--- config.mk ---
export PLATFORM = sky130hd
export DESIGN_NAME = spi_adc_responder
export DESIGN_NICKNAME = d
export VERILOG_FILES = /design/src/rtl/spi_adc_responder.sv
export SDC_FILE = /design/constraint.sdc
export NUM_CORES = 1
export LEC_CHECK = 0
export ABC_AREA = 0
export ABC_CLOCK_PERIOD_IN_PS = 2420
export BUFFER_PORTS_ARGS = -buffer_cell sky130_fd_sc_hd__buf_2
export CORE_UTILIZATION = 45
export DETAILED_ROUTE_END_ITERATION = 6
export GPL_TIMING_DRIVEN = 0
export HOLD_SLACK_MARGIN = 0.15
export PLACE_DENSITY_LB_ADDON = 0.15
export SYNTH_ARGS = -nofsm -noshare
export SYNTH_HDL_FRONTEND = slang
export SYNTH_SLANG_ARGS = --single-unit
--- constraint.sdc ---
create_clock -name clk_i -period 2.42 [get_ports clk_i]
set_input_delay 0.484 -clock clk_i [delete_from_list [all_inputs] [get_ports clk_i]]
set_output_delay 0.484 -clock clk_i [all_outputs]
set_load 0.03 [all_outputs]
--- src/rtl/spi_adc_responder.sv ---
// SPI responder for a 16-bit header + 8-bit data frame (MSB first) with a parallel-exposed byte bank.
// Define SPI_RSP_STREAM_EN for streaming mode: the address auto-increments and every further byte commits.
module spi_adc_responder #(
  parameter int         AW      = 4,
  parameter logic [7:0] CHIP_ID = 8'h93
) (
  input  logic                  clk_i,
  input  logic                  rst_i,
  input  logic                  spi_cs_i,
  input  logic                  spi_clk_i,
  input  logic                  spi_mosi_i,
  output logic                  spi_miso_o,
  output logic                  spi_miso_t,
  output logic [8*(2**AW)-1:0]  regs_o,
  output logic                  wr_stb_o,
  output logic [AW-1:0]         wr_addr_o,
  output logic [7:0]            wr_data_o,
  output logic [15:0]           frm_ok_o,
  output logic [15:0]           frm_err_o
);
  localparam int DEPTH = 2 ** AW;

  typedef enum logic [1:0] {ST_IDLE, ST_HDR, ST_DATA, ST_DONE} state_t;

  logic cs_meta_q, cs_sync_q;
  logic sck_meta_q, sck_sync_q, sck_prev_q;
  logic mosi_meta_q, mosi_sync_q;
  logic sck_rise, sck_fall;

  state_t          state_q, state_d;
  logic [3:0]      cnt_q, cnt_d;
  logic [14:0]     hdr_q, hdr_d;
  logic [15:0]     hdr_nx;
  logic            hdr_oor;
  logic [1:0]      unused_hdr_bits;
  logic [6:0]      data_q, data_d;
  logic [7:0]      data_nx;
  logic [AW-1:0]   addr_q, addr_d;
  logic            rd_q, rd_d;
  logic            oor_q, oor_d;
  logic            byte_done_q, byte_done_d;
  logic [7:0]      miso_sh_q, miso_sh_d;
  logic            miso_q, miso_d;
  logic            miso_t_q, miso_t_d;
  logic            cmt_pend_q, cmt_pend_d;
  logic            cmt_en_q, cmt_en_d;
  logic [AW-1:0]   cmt_addr_q, cmt_addr_d;
  logic [7:0]      cmt_data_q, cmt_data_d;
  logic            wr_stb_q, wr_stb_d;
  logic [AW-1:0]   wr_addr_q, wr_addr_d;
  logic [7:0]      wr_data_q, wr_data_d;
  logic [15:0]     ok_q, ok_d;
  logic [15:0]     err_q, err_d;
  logic [7:0]      bank_q [1:DEPTH-1];
  logic [7:0]      bank_d [1:DEPTH-1];
  logic [8*DEPTH-1:0] bank_flat;

  // Byte 0 of the flat view is the chip ID, so address 0 needs no special case here.
  function automatic logic [7:0] read_byte(input logic [8*DEPTH-1:0] flat,
                                           input logic [AW-1:0] a, input logic oor);
    read_byte = oor ? 8'h00 : flat[{a, 3'b000} +: 8];
  endfunction

  always_ff @(posedge clk_i) begin
    if (rst_i) begin
      cs_meta_q   <= 1'b1;
      cs_sync_q   <= 1'b1;
      sck_meta_q  <= 1'b1;
      sck_sync_q  <= 1'b1;
      sck_prev_q  <= 1'b1;
      mosi_meta_q <= 1'b0;
      mosi_sync_q <= 1'b0;
    end else begin
      cs_meta_q   <= spi_cs_i;
      cs_sync_q   <= cs_meta_q;
      sck_meta_q  <= spi_clk_i;
      sck_sync_q  <= sck_meta_q;
      sck_prev_q  <= sck_sync_q;
      mosi_meta_q <= spi_mosi_i;
      mosi_sync_q <= mosi_meta_q;
    end
  end

  assign sck_rise        = sck_sync_q & ~sck_prev_q;
  assign sck_fall        = ~sck_sync_q & sck_prev_q;
  assign hdr_nx          = {hdr_q, mosi_sync_q};
  assign data_nx         = {data_q, mosi_sync_q};
  assign hdr_oor         = (hdr_nx[12:0] >> AW) != 13'd0;
  assign unused_hdr_bits = hdr_nx[14:13];

  always_comb begin
    state_d     = state_q;
    cnt_d       = cnt_q;
    hdr_d       = hdr_q;
    data_d      = data_q;
    addr_d      = addr_q;
    rd_d        = rd_q;
    oor_d       = oor_q;
    byte_done_d = byte_done_q;
    miso_sh_d   = miso_sh_q;
    miso_d      = miso_q;
    miso_t_d    = miso_t_q;
    cmt_pend_d  = 1'b0;
    cmt_en_d    = cmt_en_q;
    cmt_addr_d  = cmt_addr_q;
    cmt_data_d  = cmt_data_q;
    wr_stb_d    = 1'b0;
    wr_addr_d   = wr_addr_q;
    wr_data_d   = wr_data_q;
    ok_d        = ok_q;
    err_d       = err_q;
    bank_d      = bank_q;

    // A write is applied one cycle after its last data bit was sampled.
    if (cmt_pend_q) begin
      ok_d = ok_q + 16'd1;
      if (cmt_en_q) begin
        bank_d[cmt_addr_q] = cmt_data_q;
        wr_stb_d           = 1'b1;
        wr_addr_d          = cmt_addr_q;
        wr_data_d          = cmt_data_q;
      end
    end

    case (state_q)
      ST_IDLE: begin
        cnt_d       = 4'd0;
        byte_done_d = 1'b0;
        miso_t_d    = 1'b1;
        if (!cs_sync_q) state_d = ST_HDR;
      end
      ST_HDR: begin
        if (cs_sync_q) begin
          state_d = ST_IDLE;
          if (cnt_q != 4'd0) err_d = err_q + 16'd1;
        end else if (sck_rise) begin
          hdr_d = hdr_nx[14:0];
          cnt_d = cnt_q + 4'd1;
          if (cnt_q == 4'd15) begin
            state_d   = ST_DATA;
            cnt_d     = 4'd0;
            rd_d      = hdr_nx[15];
            addr_d    = hdr_nx[AW-1:0];
            oor_d     = hdr_oor;
            miso_sh_d = read_byte(bank_flat, hdr_nx[AW-1:0], hdr_oor);
          end
        end
      end
      ST_DATA: begin
        // A clean stop is only possible on a byte boundary after at least one full byte.
        if (cs_sync_q) begin
          state_d = ST_IDLE;
          if (cnt_q != 4'd0 || !byte_done_q) err_d = err_q + 16'd1;
        end else begin
          if (sck_fall && rd_q) begin
            miso_t_d  = 1'b0;
            miso_d    = miso_sh_q[7];
            miso_sh_d = {miso_sh_q[6:0], 1'b0};
          end
          if (sck_rise) begin
            data_d = data_nx[6:0];
            cnt_d  = cnt_q + 4'd1;
            if (cnt_q == 4'd7) begin
              cnt_d       = 4'd0;
              byte_done_d = 1'b1;
              if (rd_q) begin
                ok_d = ok_d + 16'd1;
              end else begin
                cmt_pend_d = 1'b1;
                cmt_en_d   = !oor_q && (addr_q != '0);
                cmt_addr_d = addr_q;
                cmt_data_d = data_nx;
              end
`ifdef SPI_RSP_STREAM_EN
              addr_d = addr_q + 1'b1;
              if (rd_q) miso_sh_d = read_byte(bank_flat, addr_q + 1'b1, oor_q);
`else
              state_d = ST_DONE;
`endif
            end
          end
        end
      end
      ST_DONE: begin
        if (cs_sync_q) state_d = ST_IDLE;
      end
      default: state_d = ST_IDLE;
    endcase
  end

  always_ff @(posedge clk_i) begin
    if (rst_i) begin
      state_q     <= ST_IDLE;
      cnt_q       <= '0;
      hdr_q       <= '0;
      data_q      <= '0;
      addr_q      <= '0;
      rd_q        <= 1'b0;
      oor_q       <= 1'b0;
      byte_done_q <= 1'b0;
      miso_sh_q   <= '0;
      miso_q      <= 1'b0;
      miso_t_q    <= 1'b1;
      cmt_pend_q  <= 1'b0;
      cmt_en_q    <= 1'b0;
      cmt_addr_q  <= '0;
      cmt_data_q  <= '0;
      wr_stb_q    <= 1'b0;
      wr_addr_q   <= '0;
      wr_data_q   <= '0;
      ok_q        <= '0;
      err_q       <= '0;
    end else begin
      state_q     <= state_d;
      cnt_q       <= cnt_d;
      hdr_q       <= hdr_d;
      data_q      <= data_d;
      addr_q      <= addr_d;
      rd_q        <= rd_d;
      oor_q       <= oor_d;
      byte_done_q <= byte_done_d;
      miso_sh_q   <= miso_sh_d;
      miso_q      <= miso_d;
      miso_t_q    <= miso_t_d;
      cmt_pend_q  <= cmt_pend_d;
      cmt_en_q    <= cmt_en_d;
      cmt_addr_q  <= cmt_addr_d;
      cmt_data_q  <= cmt_data_d;
      wr_stb_q    <= wr_stb_d;
      wr_addr_q   <= wr_addr_d;
      wr_data_q   <= wr_data_d;
      ok_q        <= ok_d;
      err_q       <= err_d;
    end
  end

  for (genvar gi = 0; gi < DEPTH; gi++) begin : g_bank
    if (gi == 0) begin : g_id
      assign bank_flat[7:0] = CHIP_ID;
    end else begin : g_reg
      always_ff @(posedge clk_i) begin
        if (rst_i) bank_q[gi] <= 8'h00;
        else       bank_q[gi] <= bank_d[gi];
      end
      assign bank_flat[8*gi +: 8] = bank_q[gi];
    end
  end

  assign regs_o     = bank_flat;
  assign spi_miso_o = miso_q;
  assign spi_miso_t = miso_t_q;
  assign wr_stb_o   = wr_stb_q;
  assign wr_addr_o  = wr_addr_q;
  assign wr_data_o  = wr_data_q;
  assign frm_ok_o   = ok_q;
  assign frm_err_o  = err_q;

endmodule

==> impl_metrics.json, run 1 <==
{
  "outcome": "finished with violations",
  "violations": "design-rule violations",
  "swShare_pct": 21.76,
  "synthCells": 1092,
  "arrival_ns": 2.70,
  "dp.cells": 1548,
  "instances_no_fill": 1609,
  "wl_per_cell_um": 18.62,
  "cts.sinks": 231,
  "final_common_cell": "dfxtp_1",
  "nNetsFinal": 1325,
  "cp.required_ns": 2.80,
  "final-setup-viol-count": 0,
  "cts-root-buf": "clkbuf_16",
  "grt_pass1_vias": 8168,
  "switchingPower_mw": 1.733,
  "holdCritPathClass": "input pin to flip-flop",
  "h-tree-depth": 1,
  "pwr_density_cell_nw_per_um2": 637.0,
  "yosys-top-cells-area": "dfxtp_1 46%, mux2i_1 13%, mux4_2 7.1%, nor2_1 6.7%, nand2_1 5.3%",
  "cellLeakagePower_nw": 5.163,
  "die_w_um": 152.1,
  "start_util_pct": 46.15,
  "drtIter0Drc": 578,
  "muxShareOfSynthArea_pct": 20.10,
  "clk_pin_slew_ns": 0.06,
  "ant_nets": 0,
  "drv_slew": 0,
  "fin_util_pct": 56.95,
  "synth_top_family_by_area": "multiplexers",
  "place_hpwl_um": 21260,
  "synthAdderAreaFrac_pct": 1.235,
  "cts_hold_buffers": 0,
  "clockBufferDepth": 3,
  "worstPathMaxFanout": 10,
  "fill_cells": 2038,
  "synth_xor_area_share_pct": 3.025,
  "diodes": 0,
  "fmax_mhz": 430.5,
  "ios": 180,
  "finalWirelength_um": 29960,
  "rsz0062_at_grt": "true",
  "relSlewSlack_pct": 28.20,
  "synth-simple-area-share_pct": 19.25,
  "finalHoldViolations": 0,
  "pwr-share-seq_pct": 48.0,
  "cts_made_buffers": 25,
  "skew_ns": 0.03147,
  "syn_area_um2": 10130,
  "num_rows": 54,
  "clock_latency_ns": 0.55,
  "yosysUniqueCellTypes": 56,
  "ys_seq_area_share_pct": 45.64,
  "dr.pass1.iters": 7,
  "endpoint_kind": "flip-flop",
  "area_growth_pct": 23.41,
  "finalCritPeriodShare_pct": 95.98,
  "synth_edf_count": 0,
  "synth-compound-area-share_pct": 6.680,
  "max-vdd-ir-drop_mv": 0.4757,
  "grt.total_usage_pct": 25.53,
  "ys_ff_latch": 231,
  "fin_crit_ns": 2.323,
  "seqCellArea_um2": 4646,
  "vias_per_cell": 5.454,
  "syn_area_per_cell_um2": 9.280,
  "fin_setup_tns_ns": 0,
  "ys.flop_type": "dfxtp_1",
  "ys_async_sr_fraction_pct": 0,
  "antenna_found_initial": 0,
  "via_count": 8776,
  "start_kind": "flip-flop",
  "gp_congestion": 0.8814,
  "die_h_um": 152.1,
  "port_buffers": 170,
  "grt_pass1_wl_um": 46440,
  "drv_cap": 0,
  "power.total_mw": 7.966,
  "yosys_warnings": 0,
  "p_int_mw": 6.233,
  "core_region_area_um2": 21960,
  "drive_above_1_share_pct": 25.06,
  "die-area_um2": 23120,
  "worstSetupPathType": "flip-flop to flip-flop",
  "drc": 10,
  "yosys.area.top_type": "dfxtp_1",
  "clock_power_share_pct": 49.5,
  "worstMarginPinSlew_ns": 1.073,
  "comb_power_share_pct": 2.6,
  "synth_top_area_share_pct": 45.64,
  "multi_input_area_um2": 5244,
  "overflow": 0,
  "final_cell_mix": "220 x dfxtp_1, 177 x nor2_1, 171 x buf_2",
  "grt_max_degree": 14,
  "cts_tree": "yes"
}
-- Yosys cell counts, types with 2 or more instances --
cell type,instances
nor4_1,7
nand2b_1,6
or2_2,8
a22oi_1,4
nor4bb_1,2
xnor2_1,14
xor2_1,21
clkbuf_1,63
and3b_1,2
a21oi_1,68
and3_1,7
nand4_1,11
buf_4,10
nor3_1,10
mux2_2,4
mux2i_1,127
o211ai_1,2
or3b_2,2
mux4_2,32
nor2_1,181
o31ai_1,4
dfxtp_1,231
or3_1,10
a31oi_1,8
nor2b_1,5
nand2_1,142
ha_1,10
nand4b_1,3
nand3_1,23
nand3b_1,2
o21ai_0,17
conb_1,2
buf_1,11
buf_2,2
a22o_1,4
o21bai_1,3
or4_1,5
inv_1,10
and2_1,2
-- power groups by stage --
| stage | Clock [mW] | Combinational [mW] | Sequential (mW) |
|---|---|---|---|
| 2_1_floorplan | 0 | 0.133 | 3.91 |
| 3_3_place_gp | 0 | 0.197 | 3.90 |
| 3_5_place_dp | 0 | 0.197 | 3.91 |
| 4_1_cts | 3.99 | 0.199 | 3.82 |
| 5_1_grt | 4.15 | 0.218 | 3.82 |
| 6_report | 3.94 | 0.203 | 3.82 |
-- state kept, by name (all words and copies together) (netlist names), 2 cells and up --
signal      flops
regs_o        120
wr_data_o       8
frm_ok_o       16
state_q         2
cmt_addr_q      4
cmt_data_q      8
cnt_q           4
wr_addr_o       4
hdr_q          15
data_q          7
addr_q          4
miso_sh_q       8
frm_err_o      16
-- what timing repair did --
item                       in CTS  in global routing
setup buffers                   1                 17
gates resized for setup        23                 32
setup endpoints to repair      66                 74
pin swaps                       5                 13
-- layer usage --
layer	routed length, µm	global-route usage [%]	share of wire, %	up-vias
met1	12760	33.53	43	4215
li1	-	-	-	4178
met4	671	7.143	2.2	0
met2	14430	43.47	48	341
met3	2104	4.079	7.0	42
met5	0	0	0	-
-- metrics by stage --
step / worst slack [ns] / hold slack [ns] / area (µm²)
global placement: -0.7790 / 0.3951 / 11400
CTS: -0.1829 / 0.1564 / 12300
detailed placement: -0.8208 / 0.3944 / 11400
floorplan: 0.02230 / 0.3895 / 10200
global route: -0.03853 / 0.1563 / 12510
finish: 0.09721 / 0.1652 / 12510
-- cell families (layout without fill, tap and decap cells) --
| logic type | after synthesis | count (layout) |
|---|---|---|
| compound gates | 117 | 117 |
| xor+xnor | 35 | 35 |
| fa+ha+maj | 10 | 10 |
| buf+inv | 97 | 328 |
| flops | 231 | 231 |
| mux | 163 | 163 |
| other cells | 2 | 8 |
| simple gates | 437 | 437 |
-- worst max-delay path, stage by stage (launching register included) --
cell,delay (ns)
dfxtp_1,0.30
clkbuf_4,0.24
buf_4,0.26
buf_4,0.28
mux4_2,0.38
mux4_2,0.48
a22oi_1,0.17
nor2_1,0.06
-- path summary, 6_finish.rpt --
check / from / to / slack [ns] / depth (start not counted)
max: hdr_q[1] / miso_sh_q[0] / 0.1 / 7
min: spi_clk_i / sck_meta_q / 0.17 / 2
max reg2reg: hdr_q[1] / miso_sh_q[0] / 0.1 / 7
min reg2reg: sck_meta_q / sck_sync_q / 0.40 / 1
-- cell type report --
type	count	area share [%]
well taps	280	2.801
multi-input cells	770	41.93
clock inverters	7	0.7304
repair buffers	188	7.884
inverters	10	0.3002
plain buffers	84	3.132
clock buffers	39	6.073
flip-flops and latches	231	37.15
No activity file was read; power rests on OpenSTA's default activity.
==> inputs of run 2 (changes only) <==
BUFFER_PORTS_ARGS = -buffer_cell sky130_fd_sc_hd__buf_4   (was -buffer_cell sky130_fd_sc_hd__buf_2)
==> impl_metrics.json, run 2 (synthesized netlist as in run 1, its figures left out) <==
{
  "num_rows": 54,
  "nNetsFinal": 1326,
  "grt_max_degree": 14,
  "fin_crit_ns": 2.357,
  "largest_reg_flops": 120,
  "start_kind": "flip-flop",
  "final-setup-viol-count": 0,
  "final_common_cell": "dfxtp_1",
  "fmax_mhz": 424.4,
  "fin_util_pct": 59.20,
  "arrival_ns": 2.73,
  "antenna_found_initial": 0,
  "grt_pass1_wl_um": 46580,
  "finalCritPeriodShare_pct": 97.38,
  "drv_cap": 0,
  "pwr_density_cell_nw_per_um2": 624.4,
  "worstPathMaxFanout": 10,
  "finalWirelength_um": 30220,
  "max-vdd-ir-drop_mv": 0.4879,
  "rr_worst_depth": 8,
  "start_util_pct": 46.15,
  "worstSetupPathType": "flip-flop to flip-flop",
  "die-area_um2": 23120,
  "holdCritPathClass": "input pin to flip-flop",
  "diodes": 0,
  "endpoint_kind": "flip-flop",
  "grt.total_usage_pct": 25.55,
  "core_region_area_um2": 21960,
  "drtIter0Drc": 508,
  "whs_ns": 0.1619,
  "final_cell_mix": "223 x dfxtp_1, 201 x buf_4, 174 x nor2_1",
  "ant_nets": 0,
  "violations": "design-rule violations",
  "cellLeakagePower_nw": 5.225,
  "drv_slew": 0,
  "wl_per_cell_um": 18.77,
  "area_growth_pct": 28.27,
  "vias_per_cell": 5.440,
  "overflow": 0,
  "via_count": 8759,
  "die_h_um": 152.1,
  "place_hpwl_um": 21440,
  "worstMarginPinSlew_ns": 1.149,
  "clock_latency_ns": 0.52,
  "ios": 180,
  "outcome": "finished with violations",
  "power.total_mw": 8.117,
  "gp_congestion": 0.8705,
  "cts.sinks": 231,
  "relSlewSlack_pct": 23.13,
  "clockBufferDepth": 3,
  "h-tree-depth": 1,
  "port_buffers": 170,
  "finalHoldViolations": 0,
  "cts_hold_buffers": 0,
  "drive_above_1_share_pct": 25.64,
  "cts_made_buffers": 26,
  "die_w_um": 152.1,
  "cts-root-buf": "clkbuf_16",
  "grt_pass1_vias": 8281,
  "drc": 10,
  "clk_pin_slew_ns": 0.06,
  "dr.pass1.iters": 7,
  "rsz0062_at_grt": "true",
  "hold_depth": 2,
  "cts_tree": "yes",
  "skew_ns": 0.01648,
  "cp.required_ns": 2.80
}
-- run 2: changes by cell type in the layout (fill, tap and decap cells not counted), moves of 3 or more --
cell / previous run / this run
buf_4: 30 / 201
dfxtp_1: 220 / 223
clkinv_2: 3 / 7
buf_2: 171 / 1
nor2_2: 4 / 7
clkbuf_1: 63 / 56
nor2_1: 177 / 174
-- run 2: path summary, 6_finish.rpt --
kind                                  from         end  slack [ns]
worst min register to register   cs_meta_q   cs_sync_q        0.42
worst max register to register  cmt_pend_q  regs_o[60]        0.06
worst max-delay path            cmt_pend_q  regs_o[60]        0.06
worst min-delay path             spi_clk_i  sck_meta_q        0.16
-- run 2: area by class of cell --
type,count,area (µm²)
Sequential cell,231,4639
Inverter,10,37.54
Clock buffer,36,790.8
Clock inverter,11,110.1
Tap cell,280,350.3
Multi-Input combinational cell,770,5269
Buffer,84,390.4
Timing Repair Buffer,188,1411
Fill cell,1945,8960
-- run 2: timing repair --
| action | CTS | global route |
|---|---|---|
| endpoints found under the setup margin | 63 | 77 |
| resized for setup | 22 | 37 |
| pin swaps | 4 | 12 |
| endpoints found under the hold margin | 0 | 0 |
| setup buffers | 2 | 16 |
-- run 2: critical path, cell delays in order (launching register included) --
cell and delay, ns:
dfxtp_1 0.31, buf_4 0.16, and2_1 0.24, nand2_1 0.10
or2_2 0.29, clkbuf_1 0.16, nor2_2 0.61, mux2i_1 0.26
nor2_1 0.06
-- run 2: through the flow --
stage / instances / cell area (µm²) / setup WS [ns] / TNS, ns
after global placement: 1548 / 11830 / -0.7777 / -12.06
after CTS: 1596 / 12780 / -0.1766 / -3.561
after detailed placement: 1548 / 11830 / -0.7770 / -12.91
final: 1610 / 13000 / 0.06349 / 0
after global routing: 1610 / 13000 / -0.04851 / -0.4991
after floorplan: 1098 / 10200 / 0.02230 / 0
-- run 2: where the power goes --
| group | leakage, nW | switching [mW] | internal (mW) | total, mW |
|---|---|---|---|---|
| Combinational | 2.91 | 0.148 | 0.0561 | 0.204 |
| Clock | 0.446 | 1.60 | 2.49 | 4.09 |
| Sequential | 1.87 | 0.0101 | 3.81 | 3.82 |
| Total | 5.22 | 1.76 | 6.35 | 8.12 |
-- run 2: metal layers --
layer / track usage (%) / vias to the layer above / wire length (µm)
met5: 0 / - / 0
li1: - / 4192 / -
met1: 33.47 / 4147 / 12820
met4: 9.864 / 0 / 1151
met3: 4.136 / 72 / 2121
met2: 42.33 / 348 / 14120
